<file path="src/rtl/adc_ctrl_pkg.sv">
// Shared types and timing helpers for the L0 summing-engine controller.
package adc_ctrl_pkg;

    typedef enum logic [1:0] {
        IDLE,
        WAIT,
        CAPTURE,
        HOLD
    } ctrl_state_t;

    typedef struct packed {
        logic [15:0] evid;
        logic [11:0] sum;
    } sum_result_t;

    // Cycles from the engine start pulse until its result is stable on data_out.
    function automatic int unsigned done_lat(input int unsigned presample,
                                             input int unsigned sample);
        return presample + sample + 2;
    endfunction

endpackage

</file>
<file path="src/rtl/sum_result_fifo.sv">
// Synchronous first-word-fall-through FIFO of tagged sum results.
// When empty, the head output keeps the most recently popped entry.
module sum_result_fifo
    import adc_ctrl_pkg::*;
#(
    parameter int unsigned DEPTH = 4
) (
    input  logic        clk,
    input  logic        rst,
    input  logic        push,
    input  sum_result_t wr_data,
    input  logic        pop,
    output sum_result_t rd_data,
    output logic        full,
    output logic        empty
);

    localparam int unsigned AW = $clog2(DEPTH);

    logic [AW:0] wr_ptr_q, wr_ptr_d;
    logic [AW:0] rd_ptr_q, rd_ptr_d;
    sum_result_t last_q, last_d;
    sum_result_t mem_q [DEPTH];
    logic        push_ok;
    logic        pop_ok;

    always_comb begin
        empty    = (wr_ptr_q == rd_ptr_q);
        full     = (wr_ptr_q[AW] != rd_ptr_q[AW]) &&
                   (wr_ptr_q[AW-1:0] == rd_ptr_q[AW-1:0]);
        pop_ok   = pop && !empty;
        // A pop frees the slot in the same cycle, so a push on full is still taken.
        push_ok  = push && (!full || pop_ok);
        wr_ptr_d = push_ok ? wr_ptr_q + (AW+1)'(1) : wr_ptr_q;
        rd_ptr_d = pop_ok  ? rd_ptr_q + (AW+1)'(1) : rd_ptr_q;
        last_d   = pop_ok  ? mem_q[rd_ptr_q[AW-1:0]] : last_q;
        rd_data  = empty   ? last_q : mem_q[rd_ptr_q[AW-1:0]];
    end

    always_ff @(posedge clk) begin
        if (rst) begin
            wr_ptr_q <= '0;
            rd_ptr_q <= '0;
            last_q   <= '0;
        end else begin
            wr_ptr_q <= wr_ptr_d;
            rd_ptr_q <= rd_ptr_d;
            last_q   <= last_d;
        end
    end

    always_ff @(posedge clk) begin
        if (push_ok) begin
            mem_q[wr_ptr_q[AW-1:0]] <= wr_data;
        end
    end

endmodule

</file>
<file path="src/rtl/l0_sum_ctrl.sv">
// L0 trigger qualifier and sequencer for one presample/sample summing engine;
// captures the engine result at its fixed completion cycle and queues it with an event ID.
module l0_sum_ctrl
    import adc_ctrl_pkg::*;
#(
    parameter int unsigned PRESAMPLE_NUM = 8,
    parameter int unsigned SAMPLE_NUM    = 24,
    parameter int unsigned HOLDOFF       = 4,
    parameter int unsigned FIFO_DEPTH    = 4
) (
    input  logic        clk,
    input  logic        rst,
    input  logic        enable,
    input  logic        l0_in,
    output logic        l0_out,
    input  logic [11:0] sum_in,
    output logic        busy,
    output logic        res_valid,
    input  logic        res_ready,
    output logic [11:0] res_sum,
    output logic [15:0] res_evid,
    output logic [15:0] rej_cnt,
    output logic [15:0] drop_cnt
);

    localparam int unsigned DONE_LAT = done_lat(PRESAMPLE_NUM, SAMPLE_NUM);

    ctrl_state_t state_q, state_d;
    logic [15:0] cnt_q, cnt_d;
    logic [15:0] evid_q, evid_d;
    logic [15:0] rej_cnt_q, rej_cnt_d;
    logic [15:0] drop_cnt_q, drop_cnt_d;
    logic        l0_out_q, l0_out_d;
    logic        accept;
    logic        capture;
    logic        rej_evt;
    logic        drop_evt;
    logic        fifo_full;
    logic        fifo_empty;
    sum_result_t fifo_wr;
    sum_result_t fifo_head;

    always_ff @(posedge clk) begin
        if (rst) begin
            state_q    <= IDLE;
            cnt_q      <= '0;
            evid_q     <= '0;
            rej_cnt_q  <= '0;
            drop_cnt_q <= '0;
            l0_out_q   <= 1'b0;
        end else begin
            state_q    <= state_d;
            cnt_q      <= cnt_d;
            evid_q     <= evid_d;
            rej_cnt_q  <= rej_cnt_d;
            drop_cnt_q <= drop_cnt_d;
            l0_out_q   <= l0_out_d;
        end
    end

    // Counter loads N-1 so the state spends exactly N cycles in WAIT/HOLD.
    always_comb begin
        state_d = state_q;
        cnt_d   = cnt_q;
        unique case (state_q)
            IDLE: begin
                if (l0_in && enable) begin
                    state_d = WAIT;
                    cnt_d   = 16'(DONE_LAT - 1);
                end
            end
            WAIT: begin
                if (cnt_q == '0) begin
                    state_d = CAPTURE;
                end else begin
                    cnt_d = cnt_q - 16'd1;
                end
            end
            CAPTURE: begin
                if (HOLDOFF > 0) begin
                    state_d = HOLD;
                    cnt_d   = 16'(HOLDOFF - 1);
                end else begin
                    state_d = IDLE;
                end
            end
            HOLD: begin
                if (cnt_q == '0) begin
                    state_d = IDLE;
                end else begin
                    cnt_d = cnt_q - 16'd1;
                end
            end
            default: state_d = IDLE;
        endcase
    end

    always_comb begin
        accept   = (state_q == IDLE) && l0_in && enable;
        capture  = (state_q == CAPTURE);
        rej_evt  = l0_in && !accept;
        drop_evt = capture && fifo_full && !res_ready;
        busy     = (state_q != IDLE);
        l0_out_d = accept;
        fifo_wr  = '{evid: evid_q, sum: sum_in};
        evid_d   = capture ? evid_q + 16'd1 : evid_q;

        rej_cnt_d = rej_cnt_q;
        if (rej_evt && (rej_cnt_q != '1)) begin
            rej_cnt_d = rej_cnt_q + 16'd1;
        end
        drop_cnt_d = drop_cnt_q;
        if (drop_evt && (drop_cnt_q != '1)) begin
            drop_cnt_d = drop_cnt_q + 16'd1;
        end
    end

    sum_result_fifo #(
        .DEPTH(FIFO_DEPTH)
    ) u_fifo (
        .clk    (clk),
        .rst    (rst),
        .push   (capture),
        .wr_data(fifo_wr),
        .pop    (res_ready),
        .rd_data(fifo_head),
        .full   (fifo_full),
        .empty  (fifo_empty)
    );

    assign l0_out    = l0_out_q;
    assign res_valid = !fifo_empty;
    assign res_sum   = fifo_head.sum;
    assign res_evid  = fifo_head.evid;
    assign rej_cnt   = rej_cnt_q;
    assign drop_cnt  = drop_cnt_q;

endmodule
</file>
<file path="config.mk">
export PLATFORM = sky130hd
export DESIGN_NAME = l0_sum_ctrl
export DESIGN_NICKNAME = d
export VERILOG_FILES = /design/src/rtl/adc_ctrl_pkg.sv /design/src/rtl/sum_result_fifo.sv /design/src/rtl/l0_sum_ctrl.sv
export SDC_FILE = /design/constraint.sdc
export NUM_CORES = 1
export LEC_CHECK = 0
export CORE_ASPECT_RATIO = 1.25
export CORE_MARGIN = 2
export CORE_UTILIZATION = 50
export CTS_BUF_LIST = sky130_fd_sc_hd__clkbuf_8
export CTS_CLUSTER_DIAMETER = 80
export DETAILED_ROUTE_END_ITERATION = 6
export GPL_TIMING_DRIVEN = 0
export PLACE_DENSITY = 0.71
export SLEW_MARGIN = 5
export SYNTH_ARGS = -nofsm -noshare
export SYNTH_HDL_FRONTEND = slang
export SYNTH_SLANG_ARGS = --single-unit
</file>
<file path="constraint.sdc">
create_clock -name clk -period 6.81 [get_ports clk]
set_input_delay 1.0215 -clock clk [delete_from_list [all_inputs] [get_ports clk]]
set_output_delay 1.0215 -clock clk [all_outputs]
set_load 0.01 [all_outputs]
</file>
# ---- After elaboration in Yosys (flattened, before gate mapping)
# Memories as Yosys holds them, arrays and structs flattened. A register that Yosys moved wholly into a read port is not among the register bits.
# Index checks and enable logic that the tools add are counted.
dict set report totals {
  ff_bits 101
  mem_bits_rw 112
  input_bits 17
  output_inout_bits 63
  wordCells 63
  mem_count 1
}
# memory depth width read_ports rd_ports_with_merged_regs wr line_no
set memory_table {}
lappend memory_table {u_fifo.mem_q 4 28 1 1 1 sum_result_fifo.sv:23} ;# sum_result_t mem_q [DEPTH];
dict set report op_classes {
  addsub 6
  n_eq_ne 12
  mux 12
  reduce_logical 22
}
# operator n
set op_table {}
lappend op_table {{$add A16 B1 Y16 const B} 3}
lappend op_table {{$pmux W16 S3} 1}
lappend op_table {{$mux W16} 2}
lappend op_table {{$ne A16 B16 Y1 const B} 2}
lappend op_table {{$mux W28} 1}
lappend op_table {{$logic_not A16 Y1} 1}
lappend op_table {{$sub A16 B1 Y16 const B} 1}
lappend op_table {{$logic_and A1 B1 Y1} 11}
lappend op_table {{$mux W2} 5}
lappend op_table {{$ne A2 B2 Y1 const B} 4}
lappend op_table {{$pmux W2 S4} 1}
lappend op_table {{$add A3 B1 Y3 const B} 2}
lappend op_table {{$eq A2 B2 Y1 const B} 2}
lappend op_table {{$logic_not A1 Y1} 4}
lappend op_table {{$eq A3 B3 Y1} 1}
lappend op_table {{$reduce_and A3 Y1} 1}
lappend op_table {{$eq A2 B1 Y1 const B} 1}
lappend op_table {{$eq A2 B2 Y1} 1}
lappend op_table {{$logic_not A2 Y1} 1}
lappend op_table {{$mux W1} 2}
lappend op_table {{$reduce_and A2 Y1} 1}
lappend op_table {{$reduce_bool A2 Y1} 1}
lappend op_table {{$reduce_or A2 Y1} 1}
lappend op_table {{$logic_or A1 B1 Y1} 1}
lappend op_table {{$ne A1 B1 Y1} 1}

# ---- Longest topological paths before layout
dict set report logic_depth {
  word_depth 7
  ltp_mapped 8
  mapped_depth_nobuf 7
}

# ---- Modules after synthesis
# Synthesis repeated with hierarchy kept, for this count alone.
dict set report unflattened {
  hier_cells 752
  area_unflattened_um2 9546.7
}
# mod instances cells_per_inst area_each_um2 seq_area_each_um2
set modules_own_cells {}
lappend modules_own_cells {sum_result_fifo 1 353 6237.2 4083.9}
lappend modules_own_cells {l0_sum_ctrl 1 399 3309.4 1341.3}

# ---- Worst setup path before layout
# Ideal clock, no wire load.
dict set report synth_timing {
  path_type {input to register}
  from {input res_ready}
  to {memory u_fifo.mem_q[0][0] (netlist bit), enable pin}
  setup_time_ns 0.413
  t_arrival_ns 2.774
  required_time_ns 6.397
  setup_slack_ns 3.623
  path_stages 5
  path_buffers 1
  path_cell_list {inv_1 and4_1 buf_4 nand2b_1 nor2_1}
}
dict set report synth_via {
  elab_chain_len 5
}
# item line_no
set synth_rtl {}
lappend synth_rtl {{start, declared} l0_sum_ctrl.sv:19} ;# input logic res_ready,
lappend synth_rtl {{$logic_and A1 B1 Y1} sum_result_fifo.sv:31} ;# pop_ok = pop && !empty;
lappend synth_rtl {{$logic_or A1 B1 Y1} sum_result_fifo.sv:33} ;# push_ok = push && (!full || pop_ok);
lappend synth_rtl {{$logic_and A1 B1 Y1} sum_result_fifo.sv:33}
lappend synth_rtl {{$mux W1} sum_result_fifo.sv:53} ;# if (push_ok) begin
lappend synth_rtl {{$mux W1 (implied by the code)} sum_result_fifo.sv:54} ;# mem_q[wr_ptr_q[AW-1:0]] <= wr_data;
lappend synth_rtl {{end, declared} sum_result_fifo.sv:23}
# No other way between the ends.

==> results.md <==
| Group | Parameter | Reported |
|---|---|---|
| timing | Final max-slew violation count | 0 |
| placement | Final GP Congestion | 0.802 |
| clock tree | Post CTS Setup Buffer Count | 0 |
| synth | Register area share after synthesis | 59.6% |
| critical path | Startpoint type of the worst setup path | flip-flop |
| synth | Unique masters post-synth | 62 |
| timing | Headroom to the max-slew limit | 18.1% |
| synth | Synthesized netlist cell count | 727 |
| clock tree | CTS tree | built |
| synth | Count of flip-flops with a built-in enable after synthesis | 112 |
| clock tree | # clock sinks | 215 |
| timing | Achievable Freq | 0.246 GHz |
| timing | Final Hold Fails | 0 |
| global route | Global routing usage summed across all routing layers | 20.2% |
| synth | Net count of the mapped netlist | 759 |
| power and ir drop | Peak supply drop | 0.000207 V |
| final layout | Number of diodes | 0 |
| route | Total via count after detailed routing | 6,177 |
| power and ir drop | PnR Total Power | 4.35 mW |
| critical path | Endpoint kind of the worst setup timing path | primary output |
| global route | Pin count of the biggest net entering global routing | 29 |
| final layout | Most common library cell in the layout ignoring fill and taps | sky130_fd_sc_hd__edfxtp_1 |
| route | Final wirelength | 19,900 um |
| global route | Wire length of the first global-routing pass | 31,500 um |
| route | Length of the first detailed-routing pass in iterations | 5 |
| global route | Antenna violations before repair | 0 |
| final layout | Synth-to-Final Area Change | 20.8% |
| clock tree | CTS buffer count | 35 |
| route | Total DRC errors in the routed layout | 0 |
| synth | Post-synth ARST share | 0% |
| route | Routed length per instance | 18.1 um |
| route | Drt via density | 5.62 |
| synth | Synth warnings | 0 |
| run status | Run status | complete, no violations |
| global route | Via count of the first global-routing pass | 6,401 |
| final layout | Final cell count without fillers | 1,099 |
| timing | Largest clock skew in the final design | 0.0220 ns |
| timing | Sum Neg Setup Slack | 0 ns |
| timing | Setup repair after global routing missed its margin | no |
| timing | Number of setup violations in the final report | 0 |
| power and ir drop | Static leakage | 3.77 nW |
| timing | Final period utilization | 59.6% |
| floorplan | # IOs | 80 |
| timing | Actual slew at the worst max-slew pin | 1.22 ns |
| final layout | # nets final | 877 |
| clock tree | Hold buffer count at CTS | 0 |
| synth | Largest cells by area after synthesis | sky130_fd_sc_hd__edfxtp_1 37%, sky130_fd_sc_hd__dfxtp_1 23%, sky130_fd_sc_hd__mux4_2 6.9% |
| clock tree | Max Root-Sink Buffers | 3 |
| min path | Class of the tightest hold or removal check | flip-flop to flip-flop |
| critical path | Critical path peak fanout | 10 |
| final layout | Share of post-route cells with drive strength above 1 | 16.0% |
| clock tree | Source-to-sink clock delay at the later pin of the worst-skew pair | 0.50 ns |
| critical path | Critical setup path kind | flip-flop to primary output |
| floorplan | Die Wd | 125 um |
| synth | Register bit count reported by yosys | 215 |
| floorplan | Starting density of the core | 50.7% |
| synth | Cell area after synthesis | 0.00910 sq mm |
| floorplan | Number of rows created at floorplan | 55 |
| synth | Main synth FF type | sky130_fd_sc_hd__edfxtp_1 |
| final layout | Final core utilization | 61.2% |
| critical path | Data arrival time at the worst-slack endpoint | 3.04 ns |
| floorplan | Total die area | 0.0193 sq mm |
| route | Count of routing violations after the opening detailed-route iteration | 303 |
| final layout | Most used cells in the layout excluding fill and tap cells | 112 x sky130_fd_sc_hd__edfxtp_1, 103 x sky130_fd_sc_hd__dfxtp_1, 78 x sky130_fd_sc_hd__clkdlybuf4s50_1 |
| floorplan | Die height | 155 um |
| placement | Half-perimeter wire length after detailed placement | 13,500 um |
| placement | Placed cell count | 1,036 |
| placement | Total of buffers placed on input and output ports | 78 |
| synth | Library cell with the largest summed area after synthesis | sky130_fd_sc_hd__edfxtp_1 |
| run | Count of max-cap constraint violations | 0 |
| timing | Min Clock Period, post-route | 4.06 ns |
| critical path | Required @ worst endpoint | 5.79 ns |
| clock tree | CTS Root Cell | sky130_fd_sc_hd__clkbuf_8 |
| clock tree | Worst-path clk slew | 0.06 ns |
| floorplan | Core Box Area | 0.0180 sq mm |
| synth | Share of the synthesized area in the top cell type | 36.9% |
| route | Count of nets left with antenna violations after detail routing | 0 |
| global route | Overflow left after global routing | 0 |
| clock tree | Resize count post-CTS | 0 |
| synth | Average footprint of a synthesized cell | 12.5 sq um |
| clock tree | H-Tree Level Count | 2 |
| power and ir drop | Pwr Density | 395 mW/mm^2 |
where the power goes:
part | total (mW) | internal, mW | switching (mW) | leakage [nW]
combinational | 1.58 | 0.758 | 0.819 | 1.51
sequential | 1.62 | 1.51 | 0.112 | 1.86
clock | 1.15 | 0.654 | 0.492 | 0.406
kinds of logic after synthesis:
logic type / count (synthesis) / share of synthesized area, %
AO/OA/AOI/OAI: 103 / 7.20
XOR/XNOR: 41 / 3.94
flip-flops: 215 / 59.6
buffers and inverters: 54 / 2.50
adder cells (fa/ha/maj): 15 / 2.06
multiplexers: 62 / 11.1
AND/OR/NAND/NOR: 237 / 13.6
synth_stat cells, types with 4 or more instances:
master / count
sky130_fd_sc_hd__a21oi_1: 52
sky130_fd_sc_hd__and2_1: 5
sky130_fd_sc_hd__and3_1: 7
sky130_fd_sc_hd__and4_1: 6
sky130_fd_sc_hd__buf_2: 8
sky130_fd_sc_hd__buf_4: 4
sky130_fd_sc_hd__clkbuf_1: 18
sky130_fd_sc_hd__dfxtp_1: 103
sky130_fd_sc_hd__edfxtp_1: 112
sky130_fd_sc_hd__ha_1: 15
sky130_fd_sc_hd__inv_1: 21
sky130_fd_sc_hd__mux2_2: 28
sky130_fd_sc_hd__mux2i_1: 5
sky130_fd_sc_hd__mux4_2: 28
sky130_fd_sc_hd__nand2_1: 75
sky130_fd_sc_hd__nand3_1: 19
sky130_fd_sc_hd__nand4_1: 12
sky130_fd_sc_hd__nor2_1: 55
sky130_fd_sc_hd__nor3_1: 6
sky130_fd_sc_hd__nor4_1: 5
sky130_fd_sc_hd__o211ai_1: 4
sky130_fd_sc_hd__o21ai_0: 16
sky130_fd_sc_hd__o31ai_1: 9
sky130_fd_sc_hd__or3_1: 14
sky130_fd_sc_hd__or4_1: 8
sky130_fd_sc_hd__xnor2_1: 15
sky130_fd_sc_hd__xor2_1: 26
through the flow:
stage | instance area, sq um | hold WS, ns | worst slack, ns
3_3_place_gp | 10200 | 0.439 | 1.95
2_1_floorplan | 9100 | 0.434 | 3.62
5_1_grt | 11000 | 0.474 | 2.65
4_1_cts | 11000 | 0.455 | 2.71
6_report | 11000 | 0.455 | 2.75
3_5_place_dp | 10300 | 0.447 | 3.24
layer usage:
layer | vias to the layer above | global-route usage, % | wire length (um)
met5 | - | 0 | 0
li1 | 2929 | - | -
met1 | 3056 | 22.5 | 7820
met4 | 0 | 7.33 | 472
met2 | 154 | 38.0 | 10600
met3 | 38 | 4.13 | 981
layout make-up:
class	instances	area (sq um)
plain buffers	33	149
clock buffers	40	551
clock inverters	23	176
fillers	1371	6970
inverters	21	78.8
multi-input cells	458	3470
flip-flops and latches	215	5430
well taps	228	285
repair buffers	81	856
worst max-delay path, stage by stage, from the launching register on:
cell	delay, ns
sky130_fd_sc_hd__dfxtp_1	0.30
sky130_fd_sc_hd__clkbuf_1	0.44
sky130_fd_sc_hd__clkbuf_1	0.58
sky130_fd_sc_hd__mux4_2	0.42
sky130_fd_sc_hd__mux2_2	0.31
sky130_fd_sc_hd__clkdlybuf4s50_1	0.49
registers in the layout, summed over array words and instances, names as in the netlist, named ones only:
| signal | count |
|---|---|
| rej_cnt | 16 |
| u_fifo.rd_ptr_q | 3 |
| l0_out | 1 |
| u_fifo.last_q | 28 |
| u_fifo.mem_q | 112 |
| evid_q | 16 |
| state_q | 2 |
| drop_cnt | 16 |
| cnt_q | 16 |
| u_fifo.wr_ptr_q | 3 |
path summary, 6_finish.rpt:
| check | startpoint | cells after the start | slack [ns] | endpoint |
|---|---|---|---|---|
| setup / recovery | flip-flop | 5 | 2.75 | res_evid[7] |
| hold / removal | u_fifo.last_q[1] | 2 | 0.45 | u_fifo.last_q[1] |
| setup reg to reg | state_q[0] | 5 | 3.71 | u_fifo.mem_q[3][24] |
| hold reg to reg | u_fifo.last_q[1] | 2 | 0.45 | u_fifo.last_q[1] |
Power figures use the tool's default switching activity.
